<file path="src/rtl/cpu_pkg.sv">
// rtl/cpu_pkg.sv - shared CPU encodings used across pipeline stages
package cpu_pkg;

  localparam int DATA_W = 8;

  // Writeback source select carried on MemToReg
  typedef enum logic [1:0] {
    WB_SRC_ALU = 2'b00,
    WB_SRC_MEM = 2'b01,
    WB_SRC_IN  = 2'b10,
    WB_SRC_PC  = 2'b11
  } wb_src_e;

endpackage

</file>
<file path="src/rtl/wb_out_fifo.sv">
// rtl/wb_out_fifo.sv - output-port queue; DEPTH-entry ring with WB_OUT_FIFO_EN, else one holding register
module wb_out_fifo
  import cpu_pkg::*;
#(
  parameter int DEPTH = 4
) (
  input  logic                    clk,
  input  logic                    rst,
  input  logic                    push_i,
  input  logic [DATA_W-1:0]       push_data_i,
  input  logic                    pop_ready_i,
  output logic [DATA_W-1:0]       data_o,
  output logic                    valid_o,
  output logic                    full_o,
  output logic [$clog2(DEPTH):0]  count_o
);

  localparam int CW = $clog2(DEPTH) + 1;

  logic push_ok;
  logic pop_ok;

`ifdef WB_OUT_FIFO_EN
  localparam int AW = $clog2(DEPTH);

  logic [DATA_W-1:0] mem_q [DEPTH];
  logic [AW-1:0]     wptr_q, wptr_d;
  logic [AW-1:0]     rptr_q, rptr_d;
  logic [CW-1:0]     count_q, count_d;

  assign full_o  = (count_q == CW'(DEPTH));
  assign valid_o = (count_q != '0);
  // A full queue never accepts a push, even when the head pops on the same edge
  assign push_ok = push_i && !full_o;
  assign pop_ok  = valid_o && pop_ready_i;

  always_comb begin
    wptr_d  = push_ok ? wptr_q + AW'(1) : wptr_q;
    rptr_d  = pop_ok  ? rptr_q + AW'(1) : rptr_q;
    count_d = count_q;
    case ({push_ok, pop_ok})
      2'b10:   count_d = count_q + CW'(1);
      2'b01:   count_d = count_q - CW'(1);
      default: count_d = count_q;
    endcase
  end

  always_ff @(posedge clk or negedge rst) begin
    if (!rst) begin
      wptr_q  <= '0;
      rptr_q  <= '0;
      count_q <= '0;
    end else begin
      wptr_q  <= wptr_d;
      rptr_q  <= rptr_d;
      count_q <= count_d;
    end
  end

  always_ff @(posedge clk) begin
    if (push_ok) mem_q[wptr_q] <= push_data_i;
  end

  assign data_o  = valid_o ? mem_q[rptr_q] : '0;
  assign count_o = count_q;
`else
  logic [DATA_W-1:0] hold_q, hold_d;
  logic              vld_q, vld_d;

  assign full_o  = vld_q;
  assign valid_o = vld_q;
  assign push_ok = push_i && !vld_q;
  assign pop_ok  = vld_q && pop_ready_i;

  always_comb begin
    vld_d  = vld_q;
    hold_d = hold_q;
    if (pop_ok) vld_d = 1'b0;
    if (push_ok) begin
      vld_d  = 1'b1;
      hold_d = push_data_i;
    end
  end

  always_ff @(posedge clk or negedge rst) begin
    if (!rst) begin
      vld_q  <= 1'b0;
      hold_q <= '0;
    end else begin
      vld_q  <= vld_d;
      hold_q <= hold_d;
    end
  end

  assign data_o  = vld_q ? hold_q : '0;
  assign count_o = CW'(vld_q);
`endif

endmodule

</file>
<file path="src/rtl/wb_io_stage.sv">
// rtl/wb_io_stage.sv - writeback mux, register-file write port and output-port queue
// Queue depth is honoured only when WB_OUT_FIFO_EN is defined.
module wb_io_stage
  import cpu_pkg::*;
#(
  parameter int DEPTH = 4
) (
  input  logic                    clk,
  input  logic                    rst,
  input  logic [DATA_W-1:0]       pc_plus1,
  input  logic [1:0]              RegDistidx,
  input  logic [DATA_W-1:0]       Rd2,
  input  logic [DATA_W-1:0]       ALU_res,
  input  logic [DATA_W-1:0]       data_B,
  input  logic [1:0]              MemToReg,
  input  logic                    RegWrite,
  input  logic [DATA_W-1:0]       IP,
  input  logic                    IO_Write,
  output logic                    rf_we,
  output logic [1:0]              rf_waddr,
  output logic [DATA_W-1:0]       rf_wdata,
  output logic [DATA_W-1:0]       fw_val,
  output logic [DATA_W-1:0]       out_data,
  output logic                    out_valid,
  input  logic                    out_ready,
  output logic                    stall_req,
  output logic [$clog2(DEPTH):0]  out_count
);

  wb_src_e wb_src;
  logic    q_full;

  assign wb_src = wb_src_e'(MemToReg);

  always_comb begin
    rf_wdata = ALU_res;
    case (wb_src)
      WB_SRC_ALU: rf_wdata = ALU_res;
      WB_SRC_MEM: rf_wdata = data_B;
      WB_SRC_IN:  rf_wdata = IP;
      WB_SRC_PC:  rf_wdata = pc_plus1;
      default:    rf_wdata = ALU_res;
    endcase
  end

  // Register writes proceed during a stall; only the I/O push is held back
  assign rf_we     = RegWrite;
  assign rf_waddr  = RegDistidx;
  assign fw_val    = rf_wdata;
  assign stall_req = IO_Write && q_full;

  wb_out_fifo #(
    .DEPTH(DEPTH)
  ) u_out_fifo (
    .clk         (clk),
    .rst         (rst),
    .push_i      (IO_Write),
    .push_data_i (Rd2),
    .pop_ready_i (out_ready),
    .data_o      (out_data),
    .valid_o     (out_valid),
    .full_o      (q_full),
    .count_o     (out_count)
  );

endmodule

</file>
<file path="config.mk">
export PLATFORM = sky130hd
export DESIGN_NAME = wb_io_stage
export DESIGN_NICKNAME = d
export VERILOG_FILES = /design/src/rtl/cpu_pkg.sv /design/src/rtl/wb_out_fifo.sv /design/src/rtl/wb_io_stage.sv
export SDC_FILE = /design/constraint.sdc
export NUM_CORES = 1
export LEC_CHECK = 0
export BUFFER_PORTS_ARGS = -buffer_cell sky130_fd_sc_hd__buf_4
export CAP_MARGIN = 20
export CORE_MARGIN = 1
export CORE_UTILIZATION = 35
export CTS_CLUSTER_SIZE = 40
export DETAILED_ROUTE_END_ITERATION = 8
export GPL_TIMING_DRIVEN = 0
export PLACE_DENSITY_LB_ADDON = 0.3
export SLEW_MARGIN = 20
export SYNTH_ARGS = -nofsm -noshare
export SYNTH_HDL_FRONTEND = slang
export SYNTH_SLANG_ARGS = --single-unit
export TNS_END_PERCENT = 100
</file>
<file path="constraint.sdc">
create_clock -name clk -period 3.47 [get_ports clk]
set_input_delay 0.694 -clock clk [delete_from_list [all_inputs] [get_ports clk]]
set_output_delay 0.694 -clock clk [all_outputs]
set_load 0.1 [all_outputs]
</file>
# Yosys cells after proc, flatten, opt, wreduce, memory -nomap -nowiden
# Index checks and enable logic that the tools add are counted.
[word_totals] romBits=0 ramBits=0 latchBits=0 mem_count=0 output_inout_bits=32 inputBits=49 word_cells=15 register_bits=9
[op_classes] n_reduce_logical=6 n_shift=0 n_bitwise=0 eq_ne=3 magnitude_cmp=0 div_mod_pow=0 n_addsub=0 mux=4 mul=0
[op_table] operator="8-bit one-hot mux with 4 select lines" count=1
[op_table] operator="8-bit two-way mux" count=1
[op_table] operator="2-bit equality test (second input constant)" count=2
[op_table] operator="1-bit logical AND" count=3
[op_table] operator="2-bit by 1-bit equality test with 1-bit output (second input constant)" count=1
[op_table] operator="2-bit logical NOT" count=1
[op_table] operator="1-bit two-way mux" count=2
[op_table] operator="2-bit nonzero test" count=1
[op_table] operator="1-bit logical NOT" count=1

# Depth between registers and ports, before layout
# Gate-level depths: netlist (run 1).
[logic_depth] depth_word=3 depth_mapped=3 depth_no_buf=2

# Cells and area by module
# From an unflattened synthesis (run 1), not the netlist that was laid out.
[unflattened] cells_unflattened=57 area_unflattened_um2=752.0
[modules_own_cells] module="wb_out_fifo" cells_each=35 seq_area_each_um2=225.2 n_inst=1 area_per_inst_um2=466.7
[modules_own_cells] module="wb_io_stage" cells_each=22 seq_area_each_um2=0.0 n_inst=1 area_per_inst_um2=285.3

# Least setup slack after synthesis (run 1)
# Ideal clock, no wire load.
[synth_path] path_kind="reg2out" start="register u_out_fifo.vld_q, in the netlist u_out_fifo.full_o" end="output out_data[0]" t_arrival_ns=1.994 n_path_buf=1 path_stages_with_launch=3 path_slack_ns=0.782 t_required_ns=2.776 cell_sequence="dfrtp_1 > clkbuf_1 > and2_1"
[synth_between] elab_chain_cells=1
[synth_lines] element="from (decl)" line="wb_out_fifo.sv:68" source="logic vld_q, vld_d;"
[synth_lines] element="from (signal assigned)" line="wb_out_fifo.sv:90" source="vld_q <= vld_d;"
[synth_lines] element="8-bit two-way mux" line="wb_out_fifo.sv:95" source="assign data_o = vld_q ? hold_q : '0;"
[synth_lines] element="to (decl)" line="wb_io_stage.sv:23" source="output logic [DATA_W-1:0] out_data,"
# Every way passes these cells.

# Worst setup path in the final report (run 1)
[layout_path] start="input MemToReg[0]" end="output rf_wdata[4]"
[layout_between] elab_chain_cells=2 elab_cells_between_ends=5 classes_between="eq/ne (3); mux (1); reduce/logical (1)"
[layout_lines] element="from (decl)" line="wb_io_stage.sv:15" source="input logic [1:0] MemToReg,"
[layout_lines] element="2-bit equality test (tied with other cells)" line="wb_io_stage.sv:37" source="case (wb_src)"
[layout_lines] element="8-bit one-hot mux with 4 select lines (*)" line="wb_io_stage.sv:37"
[layout_lines] element="to (decl)" line="wb_io_stage.sv:21" source="output logic [DATA_W-1:0] rf_wdata,"
# Every way passes the cells marked *; elsewhere a longest branch is shown, timed or not.

==> results of run 1 <==
==> final timing paths <==
path                                       from                    to  slack [ns]  cells past startpoint
max in group asynchronous                   rst  u_out_fifo.hold_q[3]        3.09                      1
setup / recovery                    MemToReg[0]           rf_wdata[4]        1.04                      4
min in group clk           u_out_fifo.hold_q[3]  u_out_fifo.hold_q[3]        0.50                      1
hold / removal                              rst  u_out_fifo.hold_q[7]        0.24                      1
setup reg to reg              u_out_fifo.full_o  u_out_fifo.hold_q[3]        2.30                      3
hold reg to reg            u_out_fifo.hold_q[3]  u_out_fifo.hold_q[3]        0.50                      1
==> final cells by class <==
type	count	area, µm²	area share
Buffer	18	133	0.101
Clock buffer	3	22.5	0.0171
Clock inverter	1	5.00	0.00381
Multi-Input combinational cell	30	349	0.266
Sequential cell	9	225	0.171
Tap cell	25	31.3	0.0238
Timing Repair Buffer	73	548	0.417
==> kinds of logic after synthesis <==
logic type	share of synthesized area
buffers and inverters	0.189
multiplexers	0.384
AND/OR/NAND/NOR	0.0943
flip-flops	0.320
AO/OA/AOI/OAI	0.00711
other	0.00533
==> power by group through the flow <==
stage                     Clock (mW)  Combinational (mW)  Sequential [mW]
final                         0.0800               0.569            0.143
after global routing          0.0879               0.588            0.147
after CTS                     0.0834               0.571            0.143
after detailed placement           0               0.571            0.145
after global placement             0               0.565            0.143
after floorplan                    0               0.439            0.154
==> metrics by stage <==
step / power (mW) / cells / util / hold WS (ns)
2_1_floorplan: 0.593 / 57 / - / 0.398
3_3_place_gp: 0.708 / 155 / 0.714 / 0.482
3_5_place_dp: 0.716 / 155 / 0.714 / 0.488
4_1_cts: 0.798 / 159 / 0.729 / 0.239
5_1_grt: 0.823 / 159 / 0.729 / 0.237
6_report: 0.792 / 159 / 0.729 / 0.240
==> cells in the mapped netlist, drive strengths merged <==
cell type,n,area share
nor2b,1,0.0089
mux2,8,0.13
and2,9,0.080
nor2,1,0.0053
conb,1,0.0053
clkbuf,2,0.012
dfrtp,9,0.32
mux4,8,0.26
buf,16,0.18
a21oi,1,0.0071
==> sequential cells by signal, indices dropped and copies added, names as in the netlist <==
name,flops
u_out_fifo.hold_q,8
u_out_fifo.full_o,1
==> layer usage <==
layer / routed length (µm) / global-route usage
met1: 610 / 0.185
met2: 1190 / 0.364
met3: 233 / 0.0308
met4: 34 / 0.0914
met5: 0 / 0
==> worst max-delay path, stage by stage <==
cell    delay (ns)
buf_6         0.13
mux4_2        0.54
buf_4         0.15
buf_4         0.22
==> impl_metrics.yaml, run 1 <==
layout:
  finalNetCount: 184
  fillCellCount: 144
  final_common_cell: "buf_4"
  antenna_cells: 0
  final_cell_area_um2: 1310
  syn_to_final_growth_pct: 86.8
  drive_gt1_frac: 0.821
  layout_common_cells: "buf_4, and2_1, dfrtp_1"
cts:
  clk_pin_slew_ns: 0.07
  numCtsBuffers: 3
  clk_latency_ns: 0.26
  ctsHoldBuffers: 0
  cts_resized: 0
  post_cts_buffers: 0
  cts_root_buf: "clkbuf_4"
  htree_levels: 1
  cts.sinks: 9
  cts_tree: "done"
  ctsLongestPathBuffers: 2
power:
  seq_power_share: 0.181
  p_switching_mw: 0.464
  internal_power_mw: 0.328
  powerDensity_nw_per_um2: 603
  p_clk_frac: 0.101
  p_leak_nw: 0.677
  p_comb_frac: 0.718
  ir_drop_mv: 0.406
  swShare: 0.586
sta:
  slew_viol_final: 0
  finalSetupTns_ns: 0
  rsz0062_at_grt: "no"
  max_freq_mhz: 411
  skew_ns: 0.00742
  fin_ws_ns: 1.04
  fin_crit_sh: 0.702
  setup_viol: 0
  fin_crit_ns: 2.43
  hold_viol: 0
floorplanning:
  start_util: 0.390
  dieArea_um2: 2190
  core_area_um2: 1800
  io_pins: 81
  die_h_um: 46.8
  rows: 15
  die_w_um: 46.8
worst_setup_path:
  worstSetupPathType: "in2out"
  end_kind: "primary output"
  crit_required_ns: 2.78
  crit_path_max_fanout: 8
  critPathLaunchType: "input port"
  worstPathArrival_ns: 1.74
detailed_routing:
  routedWlPerCell_um: 13.0
  vias: 710
  drt_wl_total_um: 2070
  ant_nets: 0
  first_pass_iters: 1
  drt_iter0_markers: 0
  routed_via_density: 4.47
  drc: 0
global_route:
  grt.overflow.total: 0
  grt_max_degree: 11
  grt_usage: 0.186
  antenna_found_initial: 0
  grt_pass1_wl_um: 2860
  grt_pass1_vias: 697
synth:
  synth_cell_types: 12
  synth-warning-count: 0
  synthCells: 56
  ys_seq_area_frac: 0.320
  postSynthAreaPerCell_um2: 12.6
  netlist_area_um2: 703
  ys_ff_latch: 9
hold_path:
  min_path_type: "in2async"
placement:
  dpl.hpwl_um: 1800
  place.gp.congestion: 0.675
  port-buffer-count: 73
  place_area_um2: 1290
  detailedPlace.worstSlack_ns: 1.02
status:
  status: "finished clean"
job:
  maxCapViolations: 0
(Power assumes the default switching activity.)
==> inputs of run 2 (changes only) <==
CORE_UTILIZATION = 33   (was 35)
clock period = 2.5 ns   (was 3.47 ns; I/O delays follow)
==> run 2 against run 1 <==
Effect of this change: global-route usage decreased by 4.0 points; worst hold slack worse by 0.18 ns; power grew 38%; combinational power up 38%.
==> impl_metrics.yaml, run 2 (synthesis results as in run 1) <==
status:
  status: "finished clean"
layout:
  regArea_um2: 225
  fillCellCount: 167
  final_common_cell: "buf_4"
  final_util: 0.664
  largest-register: "u_out_fifo.hold_q"
  multi_input_area_um2: 349
  finalNonFillerCells: 161
  syn_to_final_growth_pct: 87.0
  final_cell_area_um2: 1320
  drive_gt1_frac: 0.813
  largest_reg_flops: 8
  antenna_cells: 0
  finalNetCount: 184
  layout_common_cells: "buf_4, and2_1, dfrtp_1"
global_route:
  antenna_found_initial: 0
  grt.overflow.total: 0
  grt_pass1_wl_um: 2280
  grt_max_degree: 11
  grt_pass1_vias: 529
  grt_usage: 0.145
cts:
  cts_resized: 0
  ctsLongestPathBuffers: 2
  post_cts_buffers: 0
  clk_latency_ns: 0.25
  cts_root_buf: "clkbuf_4"
  clk_pin_slew_ns: 0.06
  ctsHoldBuffers: 0
  cts_tree: "done"
  htree_levels: 1
  cts.sinks: 9
  numCtsBuffers: 3
detailed_routing:
  drt_wl_total_um: 1820
  ant_nets: 0
  drt_iter0_markers: 7
  first_pass_iters: 3
  routedWlPerCell_um: 11.3
  routed_via_density: 4.39
  drc: 0
  vias: 706
sta:
  max_freq_mhz: 491
  whs_ns: 0.0560
  fin_crit_ns: 2.04
  fin_ws_ns: 0.462
  setup_viol: 0
  hold_viol: 0
  fin_crit_sh: 0.815
  rsz0062_at_grt: "no"
  skew_ns: 0.000504
  finalSetupTns_ns: 0
  slew_viol_final: 0
power:
  p_leak_nw: 0.674
  ir_drop_mv: 0.665
  powerDensity_nw_per_um2: 831
  power_mw: 1.09
worst_setup_path:
  crit_slowest_cell: "mux4_2"
  end_kind: "primary output"
  crit_path_max_fanout: 8
  critPathMostFrequentCell: "buf_4"
  worstPathArrival_ns: 1.54
  worstSetupPathType: "in2out"
  crit_required_ns: 2.00
  path_cells: "buf_6, mux4_2, buf_4, buf_4"
  cp_top_family: "multiplexers"
  slowest_delay_ns: 0.53
  cp.buffers_inverters: 3
  critPathLaunchType: "input port"
floorplanning:
  core_area_um2: 1980
  rows: 16
  io_pins: 81
  die_w_um: 48.2
  start_util: 0.355
  die_h_um: 48.2
  dieArea_um2: 2320
placement:
  place.gp.congestion: 0.679
  dp.cells: 157
  place_area_um2: 1290
  detailedPlace.worstSlack_ns: 0.449
  port-buffer-count: 73
job:
  maxCapViolations: 0
hold_path:
  min_path_type: "in2async"
==> run 2: final cells by class <==
cell class,instances,share of cell area
timing repair buffer,73,0.417
multi-input combinational,30,0.265
sequential,9,0.171
buffer,18,0.101
tap,27,0.0257
clock buffer,4,0.0200
==> run 2: final timing paths <==
| check | startpoint | to | slack [ns] | depth (start not counted) |
|---|---|---|---|---|
| max in group asynchronous | rst | u_out_fifo.hold_q[1] | 2.31 | 1 |
| min in group clk | out_ready | u_out_fifo.full_o | 0.41 | 2 |
| max | MemToReg[0] | rf_wdata[4] | 0.46 | 4 |
| min | rst | u_out_fifo.hold_q[7] | 0.06 | 1 |
| max reg2reg | u_out_fifo.full_o | u_out_fifo.hold_q[0] | 1.33 | 3 |
| min reg2reg | u_out_fifo.hold_q[5] | u_out_fifo.hold_q[5] | 0.50 | 1 |
==> run 2: metal layers <==
layer	up-vias	GRT usage	wire length, µm
met4	0	0.0167	0
li1	342	-	-
met1	338	0.181	647
met3	0	0.0556	98
met2	26	0.245	1080
met5	-	0	0
==> run 2: worst register-to-register path: stages (launching register included) <==
cell and delay (ns):
dfrtp_1 0.41, nor2b_1 0.13, buf_4 0.18, mux2_2 0.34
==> run 2: power by group <==
group	internal (mW)	total (mW)	leakage, nW	switching [mW]
clock network	0.0614	0.110	0.0150	0.0484
registers	0.182	0.198	0.105	0.0161
logic	0.214	0.785	0.555	0.571
==> inputs of run 3 (changes only) <==
CORE_UTILIZATION = 30   (was 33)
clock period = 1.75 ns   (was 2.5 ns; I/O delays follow)
==> run 3 against run 2 <==
Effect of this change: die area increased by 9.6%; sequential cell count unchanged; first-iteration DRC count down 100%; global-route usage is 1.7 points higher; largest cell class unchanged.
==> impl_metrics.yaml, run 3 (synthesis results as in run 1) <==
detailed_routing:
  first_pass_iters: 1
  drc: 0
  ant_nets: 0
  drt_iter0_markers: 0
  drt_wl_total_um: 2080
  vias: 723
  routed_via_density: 4.46
  routedWlPerCell_um: 12.9
cts:
  numCtsBuffers: 3
  ctsLongestPathBuffers: 2
  clk_pin_slew_ns: 0.07
  cts_tree: "done"
  htree_levels: 1
  clk_latency_ns: 0.27
  cts.sinks: 9
  cts_root_buf: "clkbuf_4"
  post_cts_buffers: 0
job:
  maxCapViolations: 0
global_route:
  grt_pass1_wl_um: 3040
  grt_usage: 0.162
  grt_max_degree: 15
  met3_usage: 0.0364
  met1_usage: 0.179
  grt.overflow.total: 0
  antenna_found_initial: 0
  grt_use_met2: 0.287
  grt_pass1_vias: 661
  grt_busiest_layer: "met2"
placement:
  port-buffer-count: 73
  place.gp.congestion: 0.711
  dp.cells: 158
  detailedPlace.worstSlack_ns: 0.00703
  place_area_um2: 1420
worst_setup_path:
  worstPathArrival_ns: 1.38
  crit_required_ns: 1.40
  critPathLaunchType: "input port"
  slowest_delay_ns: 0.55
  worstSetupPathType: "in2out"
  critPathMostFrequentCell: "buf_12"
  crit_path_max_fanout: 8
  path_cells: "buf_12, mux4_2, buf_12, buf_4"
  cp_top_family: "multiplexers"
  end_kind: "primary output"
  crit_slowest_cell: "mux4_2"
  cp.buffers_inverters: 3
layout:
  final_cell_area_um2: 1470
  antenna_cells: 0
  largest-register: "u_out_fifo.hold_q"
  syn_to_final_growth_pct: 110
  finalNetCount: 184
  finalNonFillerCells: 162
  final_common_cell: "buf_4"
  drive_gt1_frac: 0.896
  layout_common_cells: "buf_4, buf_12"
  largest_reg_flops: 8
floorplanning:
  rows: 17
  core_area_um2: 2210
  io_pins: 81
  die_h_um: 50.4
  dieArea_um2: 2540
  start_util: 0.318
  die_w_um: 50.4
sta:
  slew_viol_final: 0
  fin_crit_sh: 0.988
  fin_ws_ns: 0.0219
  skew_ns: 0.00266
  hold_viol: 0
  setup_viol: 0
  rsz0062_at_grt: "no"
  fin_crit_ns: 1.73
  finalSetupTns_ns: 0
  max_freq_mhz: 579
hold_path:
  min_path_type: "in2reg"
power:
  ir_drop_mv: 0.954
  p_leak_nw: 0.742
  powerDensity_nw_per_um2: 1140
status:
  status: "finished clean"
run 3: changes by cell type in the layout (fill, tap and decap cells not counted), sizes merged:
cell,change
clkbuf,-2
dlygate4sd3,+1
clkinv,+1
run 3: report_power, final:
part | leakage [nW] | switching (mW) | total, mW | internal (mW)
sequential | 0.104 | 0.0361 | 0.296 | 0.260
clock | 0.0177 | 0.0804 | 0.165 | 0.0846
combinational | 0.620 | 0.827 | 1.22 | 0.392
total | 0.742 | 0.943 | 1.68 | 0.737
run 3: area by class of cell:
class                      count  area [µm²]
fill                         174         738
clock inverter                 1        5.00
multi-input combinational     30         370
tap                           28        35.0
timing repair buffer          74         577
clock buffer                   3        22.5
buffer                        17         238
sequential                     9         226
run 3: path summary, 6_finish.rpt:
| check | startpoint | end | slack (ns) | cells after the start |
|---|---|---|---|---|
| worst min-delay path | out_ready | u_out_fifo.full_o | 0.25 | 2 |
| worst max register to register | u_out_fifo.full_o | u_out_fifo.hold_q[1] | 0.47 | 3 |
| worst min register to register | u_out_fifo.hold_q[3] | u_out_fifo.hold_q[3] | 0.51 | 1 |
| worst max-delay path | MemToReg[0] | rf_wdata[3] | 0.02 | 4 |
| max in group asynchronous | rst | u_out_fifo.full_o | 1.16 | 2 |
| min in group asynchronous | rst | u_out_fifo.hold_q[0] | 0.44 | 2 |
run 3: metal layers:
metal | up-vias | wire, µm
li1 | 336 | -
met1 | 336 | 705
met2 | 49 | 1110
met3 | 2 | 243
met4 | 0 | 21
met5 | - | 0
run 3: through the flow:
step / hold slack, ns / power [mW] / utilization
after CTS: 0.232 / 1.69 / 0.658
final: 0.247 / 1.68 / 0.666
after global routing: 0.241 / 1.74 / 0.666
after global placement: 0.176 / 1.50 / 0.643
after detailed placement: 0.178 / 1.52 / 0.643
after floorplan: 0.0544 / 1.28 / -
run 3: timing repair:
action,CTS,global route
resized for setup,0,5
hold endpoints to repair,9,0
hold buffers,1,0
setup endpoints to repair,9,5
